===== src/rtl/sha_uart_sequencer_pkg.sv =====
// Shared types and constants for the SHA-256 / UART sequencer.
package sha_uart_pkg;

    localparam int DIGEST_BYTES = 32;
    localparam int BYTE_W       = 8;

    // Top-level sequencing states. SEND, ACK and DRAIN are stepped by the
    // digest serializer; the parent parks in SEND while the serializer runs.
    typedef enum logic [2:0] {
        COLLECT   = 3'd0,
        LAUNCH    = 3'd1,
        WAIT_HASH = 3'd2,
        SEND      = 3'd3,
        ACK       = 3'd4,
        DRAIN     = 3'd5
    } seq_state_t;

endpackage


===== src/rtl/sha_uart_sequencer_if.sv =====
// UART and hash-top signal bundle for the sequencer.
// master = sequencer side, slave = UART pair / hash top side.
interface sha_uart_sequencer_if #(
    parameter int MSG_BYTES = 56
);
    logic [7:0]             rx_data;
    logic                   rx_valid;
    logic [7:0]             tx_data;
    logic                   tx_start;
    logic                   tx_busy;
    logic                   sha_start;
    logic [MSG_BYTES*8-1:0] sha_msg;
    logic [255:0]           sha_hash;
    logic                   sha_complete;
    logic                   busy;
    logic                   rx_overrun;
    logic                   frame_abort;

    modport master (
        input  rx_data, rx_valid, tx_busy, sha_hash, sha_complete,
        output tx_data, tx_start, sha_start, sha_msg, busy, rx_overrun, frame_abort
    );

    modport slave (
        output rx_data, rx_valid, tx_busy, sha_hash, sha_complete,
        input  tx_data, tx_start, sha_start, sha_msg, busy, rx_overrun, frame_abort
    );
endinterface


===== src/rtl/sha_uart_sequencer_serializer.sv =====
// Streams a latched 256-bit digest to the UART transmitter, MSB byte first,
// handshaking each byte through tx_busy (SEND -> ACK -> DRAIN).
module sha_digest_serializer
    import sha_uart_pkg::*;
(
    input  logic         clk,
    input  logic         reset,
    input  logic         load,
    input  logic [255:0] digest,
    input  logic         tx_busy,
    output logic [7:0]   tx_data,
    output logic         tx_start,
    output logic         done
);

    seq_state_t   st, st_nxt;
    logic         active, active_nxt;
    logic         start_nxt, idx_inc;
    logic [4:0]   idx;
    logic [255:0] digest_q;
    logic [7:0]   cur_byte;

    assign cur_byte = digest_q[BYTE_W*(DIGEST_BYTES-1-int'(idx)) +: BYTE_W];

    // State register.
    always_ff @(posedge clk or posedge reset) begin
        if (reset) begin
            st     <= SEND;
            active <= 1'b0;
        end else begin
            st     <= st_nxt;
            active <= active_nxt;
        end
    end

    // Next-state: one registered tx_start per byte, then wait for the
    // transmitter to take it (busy high) and finish it (busy low).
    always_comb begin
        st_nxt     = st;
        active_nxt = active;
        start_nxt  = 1'b0;
        idx_inc    = 1'b0;
        done       = 1'b0;
        if (load) begin
            active_nxt = 1'b1;
            st_nxt     = SEND;
        end else if (active) begin
            case (st)
                SEND: if (!tx_busy) begin
                    start_nxt = 1'b1;
                    st_nxt    = ACK;
                end
                ACK: if (tx_busy) st_nxt = DRAIN;
                DRAIN: if (!tx_busy) begin
                    st_nxt = SEND;
                    if (idx == 5'(DIGEST_BYTES-1)) begin
                        done       = 1'b1;
                        active_nxt = 1'b0;
                    end else begin
                        idx_inc = 1'b1;
                    end
                end
                default: st_nxt = SEND;
            endcase
        end
    end

    // Digest latch, byte index and registered transmit strobe/data.
    always_ff @(posedge clk or posedge reset) begin
        if (reset) begin
            digest_q <= '0;
            idx      <= '0;
            tx_start <= 1'b0;
            tx_data  <= '0;
        end else begin
            tx_start <= start_nxt;
            if (load) begin
                digest_q <= digest;
                idx      <= '0;
            end else if (idx_inc) begin
                idx <= idx + 5'd1;
            end
            if (start_nxt) tx_data <= cur_byte;
        end
    end

endmodule


===== src/rtl/sha_uart_sequencer.sv =====
// Collects a MSG_BYTES frame from the UART receiver, launches one hash and
// hands the digest to the serializer for transmission.
// Optional: define SHA_SEQ_TIMEOUT_EN to discard partial frames after
// TIMEOUT_CYC idle cycles.
module sha_uart_sequencer
    import sha_uart_pkg::*;
#(
    parameter int MSG_BYTES   = 56,
    parameter int TIMEOUT_CYC = 1_000_000
) (
    input  logic                 clk,
    input  logic                 reset,
    sha_uart_sequencer_if.master bus
);

    localparam int MSG_W = MSG_BYTES * BYTE_W;
    localparam int CNT_W = $clog2(MSG_BYTES);
    localparam logic [CNT_W-1:0] LAST_BYTE = CNT_W'(MSG_BYTES - 1);

    seq_state_t       state, state_nxt;
    logic [CNT_W-1:0] byte_cnt;
    logic [MSG_W-1:0] msg_q;
    logic             accept, ser_load, ser_done, clr_cnt, abort;

    sha_digest_serializer u_ser (
        .clk      (clk),
        .reset    (reset),
        .load     (ser_load),
        .digest   (bus.sha_hash),
        .tx_busy  (bus.tx_busy),
        .tx_data  (bus.tx_data),
        .tx_start (bus.tx_start),
        .done     (ser_done)
    );

    assign bus.sha_msg     = msg_q;
    assign bus.busy        = (state != COLLECT);
    assign bus.sha_start   = (state == LAUNCH);
    assign bus.rx_overrun  = bus.rx_valid && (state != COLLECT);
    assign bus.frame_abort = abort;

    // State register.
    always_ff @(posedge clk or posedge reset) begin
        if (reset) state <= COLLECT;
        else       state <= state_nxt;
    end

    // Next-state: collect -> one-cycle launch -> wait for digest -> serialize.
    always_comb begin
        state_nxt = state;
        accept    = 1'b0;
        ser_load  = 1'b0;
        clr_cnt   = 1'b0;
        case (state)
            COLLECT: if (bus.rx_valid) begin
                accept = 1'b1;
                if (byte_cnt == LAST_BYTE) state_nxt = LAUNCH;
            end
            LAUNCH:    state_nxt = WAIT_HASH;
            WAIT_HASH: if (bus.sha_complete) begin
                ser_load  = 1'b1;
                state_nxt = SEND;
            end
            SEND: if (ser_done) begin
                clr_cnt   = 1'b1;
                state_nxt = COLLECT;
            end
            default: state_nxt = COLLECT;
        endcase
    end

    // Byte counter and message shift register; the old frame stays visible
    // until the first byte of the next frame shifts in.
    always_ff @(posedge clk or posedge reset) begin
        if (reset) begin
            byte_cnt <= '0;
            msg_q    <= '0;
        end else begin
            if (clr_cnt || abort)                       byte_cnt <= '0;
            else if (accept && byte_cnt != LAST_BYTE)   byte_cnt <= byte_cnt + 1'b1;
            if (accept) msg_q <= {msg_q[MSG_W-BYTE_W-1:0], bus.rx_data};
        end
    end

`ifdef SHA_SEQ_TIMEOUT_EN
    localparam logic [31:0] IDLE_LIMIT = 32'(TIMEOUT_CYC - 1);
    logic [31:0] idle_cnt;

    assign abort = (state == COLLECT) && (byte_cnt != '0) && !bus.rx_valid
                   && (idle_cnt == IDLE_LIMIT);

    // Inter-byte idle counter, armed only while a partial frame is held.
    always_ff @(posedge clk or posedge reset) begin
        if (reset)
            idle_cnt <= '0;
        else if (state != COLLECT || byte_cnt == '0 || bus.rx_valid || abort)
            idle_cnt <= '0;
        else
            idle_cnt <= idle_cnt + 32'd1;
    end
`else
    assign abort = 1'b0;
`endif

endmodule


===== src/flat_wrapper.sv =====
// flat-port wrapper written by rule: the top's interface ports become plain ports
module sha_uart_sequencer_flat import sha_uart_pkg::*;
#(
    parameter int MSG_BYTES   = 56,
    parameter int TIMEOUT_CYC = 1_000_000
)
  (clk, reset, bus_rx_data, bus_rx_valid, bus_tx_busy, bus_sha_hash, bus_sha_complete, bus_tx_data, bus_tx_start, bus_sha_start, bus_sha_msg, bus_busy, bus_rx_overrun, bus_frame_abort);
  sha_uart_sequencer_if #(.MSG_BYTES(MSG_BYTES)) bus_i ();
  input  logic clk;
  input  logic reset;
  input wire logic [$bits(bus_i.rx_data)-1:0] bus_rx_data;
  input wire logic [$bits(bus_i.rx_valid)-1:0] bus_rx_valid;
  input wire logic [$bits(bus_i.tx_busy)-1:0] bus_tx_busy;
  input wire logic [$bits(bus_i.sha_hash)-1:0] bus_sha_hash;
  input wire logic [$bits(bus_i.sha_complete)-1:0] bus_sha_complete;
  output wire logic [$bits(bus_i.tx_data)-1:0] bus_tx_data;
  output wire logic [$bits(bus_i.tx_start)-1:0] bus_tx_start;
  output wire logic [$bits(bus_i.sha_start)-1:0] bus_sha_start;
  output wire logic [$bits(bus_i.sha_msg)-1:0] bus_sha_msg;
  output wire logic [$bits(bus_i.busy)-1:0] bus_busy;
  output wire logic [$bits(bus_i.rx_overrun)-1:0] bus_rx_overrun;
  output wire logic [$bits(bus_i.frame_abort)-1:0] bus_frame_abort;
  assign bus_i.rx_data = bus_rx_data;
  assign bus_i.rx_valid = bus_rx_valid;
  assign bus_i.tx_busy = bus_tx_busy;
  assign bus_i.sha_hash = bus_sha_hash;
  assign bus_i.sha_complete = bus_sha_complete;
  assign bus_tx_data = bus_i.tx_data;
  assign bus_tx_start = bus_i.tx_start;
  assign bus_sha_start = bus_i.sha_start;
  assign bus_sha_msg = bus_i.sha_msg;
  assign bus_busy = bus_i.busy;
  assign bus_rx_overrun = bus_i.rx_overrun;
  assign bus_frame_abort = bus_i.frame_abort;
  sha_uart_sequencer #(.MSG_BYTES(MSG_BYTES), .TIMEOUT_CYC(TIMEOUT_CYC)) u_core (.clk(clk), .reset(reset), .bus(bus_i));
endmodule

===== config.mk =====
export PLATFORM = sky130hd
export DESIGN_NAME = sha_uart_sequencer_flat
export DESIGN_NICKNAME = d
export VERILOG_FILES = /design/src/rtl/sha_uart_sequencer_pkg.sv /design/src/rtl/sha_uart_sequencer_if.sv /design/src/rtl/sha_uart_sequencer_serializer.sv /design/src/rtl/sha_uart_sequencer.sv /design/src/flat_wrapper.sv
export SDC_FILE = /design/constraint.sdc
export NUM_CORES = 2
export LEC_CHECK = 0
export CAP_MARGIN = 15
export CORE_AREA = 10 10 275 277
export CTS_CLUSTER_DIAMETER = 30
export DETAILED_ROUTE_END_ITERATION = 10
export DIE_AREA = 0 0 285 287
export GPL_ROUTABILITY_DRIVEN = 1
export PLACE_DENSITY = 0.83
export SETUP_SLACK_MARGIN = 0.4
export SLEW_MARGIN = 10
export SYNTH_ARGS = -nofsm -noshare
export SYNTH_HDL_FRONTEND = slang
export SYNTH_HIERARCHICAL = 1
export SYNTH_SLANG_ARGS = --single-unit

===== constraint.sdc =====
create_clock -name clk -period 19.24 [get_ports clk]
set_input_delay 5.772 -clock clk [delete_from_list [all_inputs] [get_ports clk]]
set_output_delay 5.772 -clock clk [all_outputs]
set_load 0.02 [all_outputs]

## Word level (Yosys, flattened, before mapping)

Index checks and enable logic that the tools add are counted.

- Logic and storage cells: 77
- Flip-flop bits (word level): 731
- Input port bits: 269
- Output and inout bits: 461

- Add/subtract/negate cells: 3
- Multiplexer cells: 39
- Shift operators: 1
- Reduce and logical (&&, ||, !) cells: 9
- Equality and inequality tests: 16

Operator list:

| kind | number |
|---|---|
| 256-bit by 32-bit indexed part select with 8-bit output | 1 |
| 3-bit two-way mux | 9 |
| 1-bit two-way mux | 24 |
| 6-bit two-way mux | 2 |
| 3-bit case mux with 4 select lines | 1 |
| 5-bit two-way mux | 2 |
| 3-bit by 2-bit equality test with 1-bit output (second input constant) | 3 |
| 3-bit by 2-bit inequality test with 1-bit output (second input constant) | 3 |
| 3-bit case mux with 3 select lines | 1 |
| 4-bit AND reduction | 2 |
| 6-bit by 1-bit adder with 6-bit output (second input constant) | 1 |
| 3-bit equality test (second input constant) | 2 |
| 6-bit equality test (second input constant) | 1 |
| 6-bit inequality test (second input constant) | 1 |
| 2-bit nonzero test | 3 |
| 5-bit by 5-bit subtractor with 6-bit output (first input constant) | 1 |
| 5-bit by 1-bit adder with 5-bit output (second input constant) | 1 |
| 5-bit equality test (second input constant) | 1 |
| 2-bit by 1-bit inequality test with 1-bit output (second input constant) | 2 |
| 2-bit inequality test (second input constant) | 2 |
| 3-bit by 1-bit equality test with 1-bit output (second input constant) | 1 |
| 3-bit zero test | 1 |
| 3-bit nonzero test | 1 |
| 1-bit logical AND | 2 |

## Logic depth before layout (Yosys ltp)

- Depth in word-level cells: 9
- Depth in mapped cells: 10

## Cells and area by module

The synthesis kept the hierarchy.

Modules (own cells, without submodules):

| module | cells an instance | sequential area each (um^2) | area an instance (um^2) | times used |
|---|---|---|---|---|
| sha_uart_sequencer | 1945 | 11410.9 | 17191.5 | 1 |
| sha_digest_serializer | 755 | 6859.1 | 12246.7 | 1 |

## Worst setup path after synthesis

OpenSTA, ideal clock, no wires.

- Kind: input-to-output
- Start: input port bus_rx_valid
- End: output port bus_rx_overrun
- Arrival: 6.099 ns
- Stages: 1
- Slack: 7.369 ns
- Data required time: 13.468 ns
- Cells stage by stage: nor2b_1

- Word-level cells in the longest chain between the ends: 1

RTL lines:

| element | RTL line | text |
|---|---|---|
| start, declared | flat_wrapper.sv:12 | `input wire logic [$bits(bus_i.rx_valid)-1:0] bus_rx_valid;` |
| 1-bit logical AND | sha_uart_sequencer.sv:39 | `assign bus.rx_overrun = bus.rx_valid && (state != COLLECT);` |
| end, declared | flat_wrapper.sv:21 | `output wire logic [$bits(bus_i.rx_overrun)-1:0] bus_rx_overrun;` |

No other way between the ends.

## Final worst setup path

Ends and elaborated chain as after synthesis.

==> summary.md <==
| Metric | Value |
|---|---|
| Run status | `finished clean` |
| CTS Root Cell | `clkbuf_16` |
| Worst-case clock buffer depth | `3` |
| Clock sink total | `730` |
| Quantity of I/O buffers inserted on ports | `728` |
| Clk_skew | `0.0491 ns` |
| TritonRoute pass-1 iters | `6` |
| Initial DRC count | `2244` |
| Post-CTS sizing | `0` |
| Weighted congestion at the end of routability-driven global placement | `0.914` |
| Normalized max-slew margin | `0.179` |
| Highest achievable clock rate | `77.2 MHz` |
| Number of antenna violations at the first check in global routing | `18` |
| Buffers inserted by post-CTS timing repair | `0` |
| Gate Count Post-Synth | `2700` |
| CORE AREA | `69800 µm²` |
| Worst min-delay path class | `register to register` |
| Vertical extent of the die | `287 µm` |
| Post-layout worst setup margin | `6.29 ns` |
| CTS H-Tree Depth | `4` |
| Nets | `3721` |
| Global-route wire length before repair | `157000 µm` |
| Classification of the worst setup path | `input pin to primary output` |
| Leakage | `20.3 nW` |
| Antenna Violating Nets Remaining | `0` |
| Routed length per instance | `23.7 µm` |
| Post-synthesis average cell area | `10.9 µm²` |
| CTS clock-pin slew for the worst setup and hold paths | `0.05 ns` |
| # placed instances | `4233` |
| Crit end category | `primary output` |
| Congestion Overflow GR | `0` |
| FF+latch count, synth | `730` |
| Endpoint required time on the critical path | `13.47 ns` |
| Final Hold Violating Endpoints | `0` |
| Starting density of the core | `0.422` |
| Syn nets | `2976` |
| Layout cells sized above 1 | `0.170` |
| Synthesis-to-layout area growth | `45.3%` |
| # DRC | `0` |
| Setup Total Neg Slack | `0 ns` |
| Cells traversed along the worst timing path | `clkdlybuf4s50_1 -> nor2b_1 -> clkdlybuf4s50_1` |
| Filler-free cell count of the finished design | `4521` |
| Cell Pwr Density | `159 nW/µm²` |
| Mapped cell area | `29400 µm²` |
| Final critical path time including I/O delays and setup | `12.95 ns` |
| Final worst-path cycle share | `0.673` |
| Die X-Extent | `285 µm` |
| Number of rows created at floorplan | `97` |
| Total wirelength of the detailed-routed design | `107000 µm` |
| Detail Placement HPWL | `73800 µm` |
| CTS buffer count | `150` |
| Clock tree from TritonCTS | `yes` |
| Sequential-to-total area share from yosys stat | `0.621` |
| Number of warnings reported in the yosys synthesis log | `6` |
| Maximum vdd drop | `135 µV` |
| Slew at the pin closest to its max-slew limit | `1.23 ns` |
| Die Area | `81800 µm²` |
| Crit-path max cell delay | `0.62 ns` |
| Number of setup violations in the final report | `0` |
| Boundary pin count | `730` |
| Global-route total usage across every layer | `0.253` |
| Number of vias in the routed layout | `23600` |
| Setup slack at placement | `6.28 ns` |
| Via count of the first global-routing pass | `24500` |
| Startpoint kind of the worst setup timing path | `input pin` |
| Worst path most repeated cell | `clkdlybuf4s50_1` |
| Source-to-sink clock delay at the later pin of the worst-skew pair | `0.70 ns` |
| Unrepaired setup endpoints after global routing | `false` |
| WP data arrival | `7.17 ns` |
| Number of hold-repair buffers added at the cts stage | `0` |
| CP max FO | `4` |
| WHS | `0.461 ns` |
| DR vias/cell | `5.21` |
| Largest net degree at the start of global routing | `235` |
| Crit path max-delay cell type | `clkdlybuf4s50_1` |
| Count of maximum capacitance violations | `0` |
| Max Transition Viols Final | `0` |
| Number of distinct library cell variants in the gate-level netlist after synthesis | `45` |
-- power breakdown --
group | switching, mW | internal, mW | total [mW]
sequential | 0.330 | 1.99 | 2.32
combinational | 0.960 | 0.841 | 1.80
clock | 0.877 | 1.82 | 2.70
total | 2.17 | 4.65 | 6.82
-- synthesized netlist by cell type, drive strengths merged --
master / instances / area [µm²]
dfrtp: 728 / 18200
a21oi: 7 / 35.0
mux2: 260 / 2930
nand4b: 1 / 8.76
or4: 1 / 7.51
clkbuf: 60 / 225
mux4: 64 / 1440
a221o: 1 / 10.0
buf: 93 / 522
and4bb: 1 / 12.5
o22ai: 22 / 138
xor2: 6 / 52.6
conb: 1 / 3.75
or3b: 1 / 8.76
inv: 8 / 30.0
nand3b: 1 / 7.51
and3: 4 / 25.0
nand3: 4 / 20.0
nor3: 10 / 50.1
a211o: 7 / 61.3
nor4bb: 1 / 10.0
a211oi: 1 / 7.51
a31o: 1 / 8.76
nor2b: 6 / 37.5
nor3b: 1 / 7.51
and2: 3 / 18.8
dfstp: 2 / 52.6
a22o: 1 / 8.76
nor2: 12 / 45.0
ha: 7 / 87.6
a21o: 1 / 7.51
nand2b: 4 / 25.0
o21ai: 1 / 5.00
or2: 2 / 12.5
nand4: 4 / 25.0
o21bai: 2 / 15.0
nand2: 1353 / 5080
mux2i: 16 / 160
o2111a: 1 / 11.3
or3: 1 / 6.26
-- worst paths after layout --
kind / from / end / slack (ns) / depth (start not counted)
setup / recovery: bus_rx_valid / bus_rx_overrun / 6.29 / 3
hold / removal: u_core/bus.sha_msg[159]$_DFFE_PP0P_ / u_core/bus.sha_msg[167]$_DFFE_PP0P_ / 0.46 / 2
setup reg to reg: u_core/state[1]$_DFFE_PP0P_ / u_core/bus.sha_msg[24]$_DFFE_PP0P_ / 14.82 / 8
hold reg to reg: u_core/bus.sha_msg[159]$_DFFE_PP0P_ / u_core/bus.sha_msg[167]$_DFFE_PP0P_ / 0.46 / 2
max in group asynchronous: reset / u_core/bus.sha_msg[305]$_DFFE_PP0P_ / 11.21 / 4
min in group asynchronous: reset / u_core/bus.sha_msg[414]$_DFFE_PP0P_ / 5.68 / 2
-- sequential cells by signal, summed over array words and instances (netlist names) --
signal                 count
u_core/byte_cnt            6
u_core/u_ser/tx_data       8
u_core/u_ser/active        1
u_core/u_ser/digest_q    256
u_core/u_ser/st            3
u_core/state               2
u_core/u_ser/idx           5
u_core/u_ser/tx_start      1
u_core/bus.sha_msg       448
-- metrics by stage --
| step | power (mW) | area [µm²] | utilization |
|---|---|---|---|
| finish | 6.82 | 42800 | 0.613 |
| global placement | 4.01 | 37400 | 0.535 |
| CTS | 6.85 | 42700 | 0.613 |
| detailed placement | 4.08 | 37400 | 0.535 |
| floorplan | 3.34 | 29400 | - |
| global route | 7.08 | 42800 | 0.613 |
-- layout make-up --
type	count	area (µm²)
Fill cell	5034	27000
Sequential cell	730	18300
Multi-Input combinational cell	1809	10400
Timing Repair Buffer	746	7460
Clock buffer	204	4250
Tap cell	940	1180
Clock inverter	70	1140
Inverter	8	45.0
Antenna cell	14	35.0
-- cells by family (layout without fill, tap and decap cells) --
logic type	after synthesis	after routing	share of synthesized area
other	1	15	0.000127
AO/OA/AOI/OAI	45	45	0.0105
adder cells (fa/ha/maj)	7	7	0.00298
multiplexers	340	340	0.154
buffers and inverters	161	1028	0.0264
XOR/XNOR	6	6	0.00179
AND/OR/NAND/NOR	1410	1410	0.184
flip-flops	730	730	0.621
-- cell usage in the layout, fill, tap and decap left out, types with 7 or more instances in the layout --
master,count
nand2_1,1352
clkdlybuf4s50_1,728
dfrtp_1,725
mux2_2,259
clkbuf_16,150
mux4_2,64
clkbuf_8,29
clkbuf_1,25
clkinv_2,23
o22ai_1,22
bufinv_16,20
mux2i_1,16
buf_4,15
diode_2,14
nor2_1,12
nor3_1,10
clkinvlp_4,9
clkinv_16,8
a21oi_1,7
ha_1,7
a211o_1,7
-- layer usage --
layer,track usage,part of all wire,vias to the layer above
met5,0,0.00098,-
met4,0.140,0.055,16
met3,0.0950,0.096,308
met2,0.430,0.50,1152
met1,0.269,0.35,11800
li1,-,-,10300
-- critical path: cells and delay by family --
family | cells | cell delay [ns]
buffers and inverters | 2 | 1.22
and+or+nand+nor | 1 | 0.18
(Power assumes the default switching activity.)
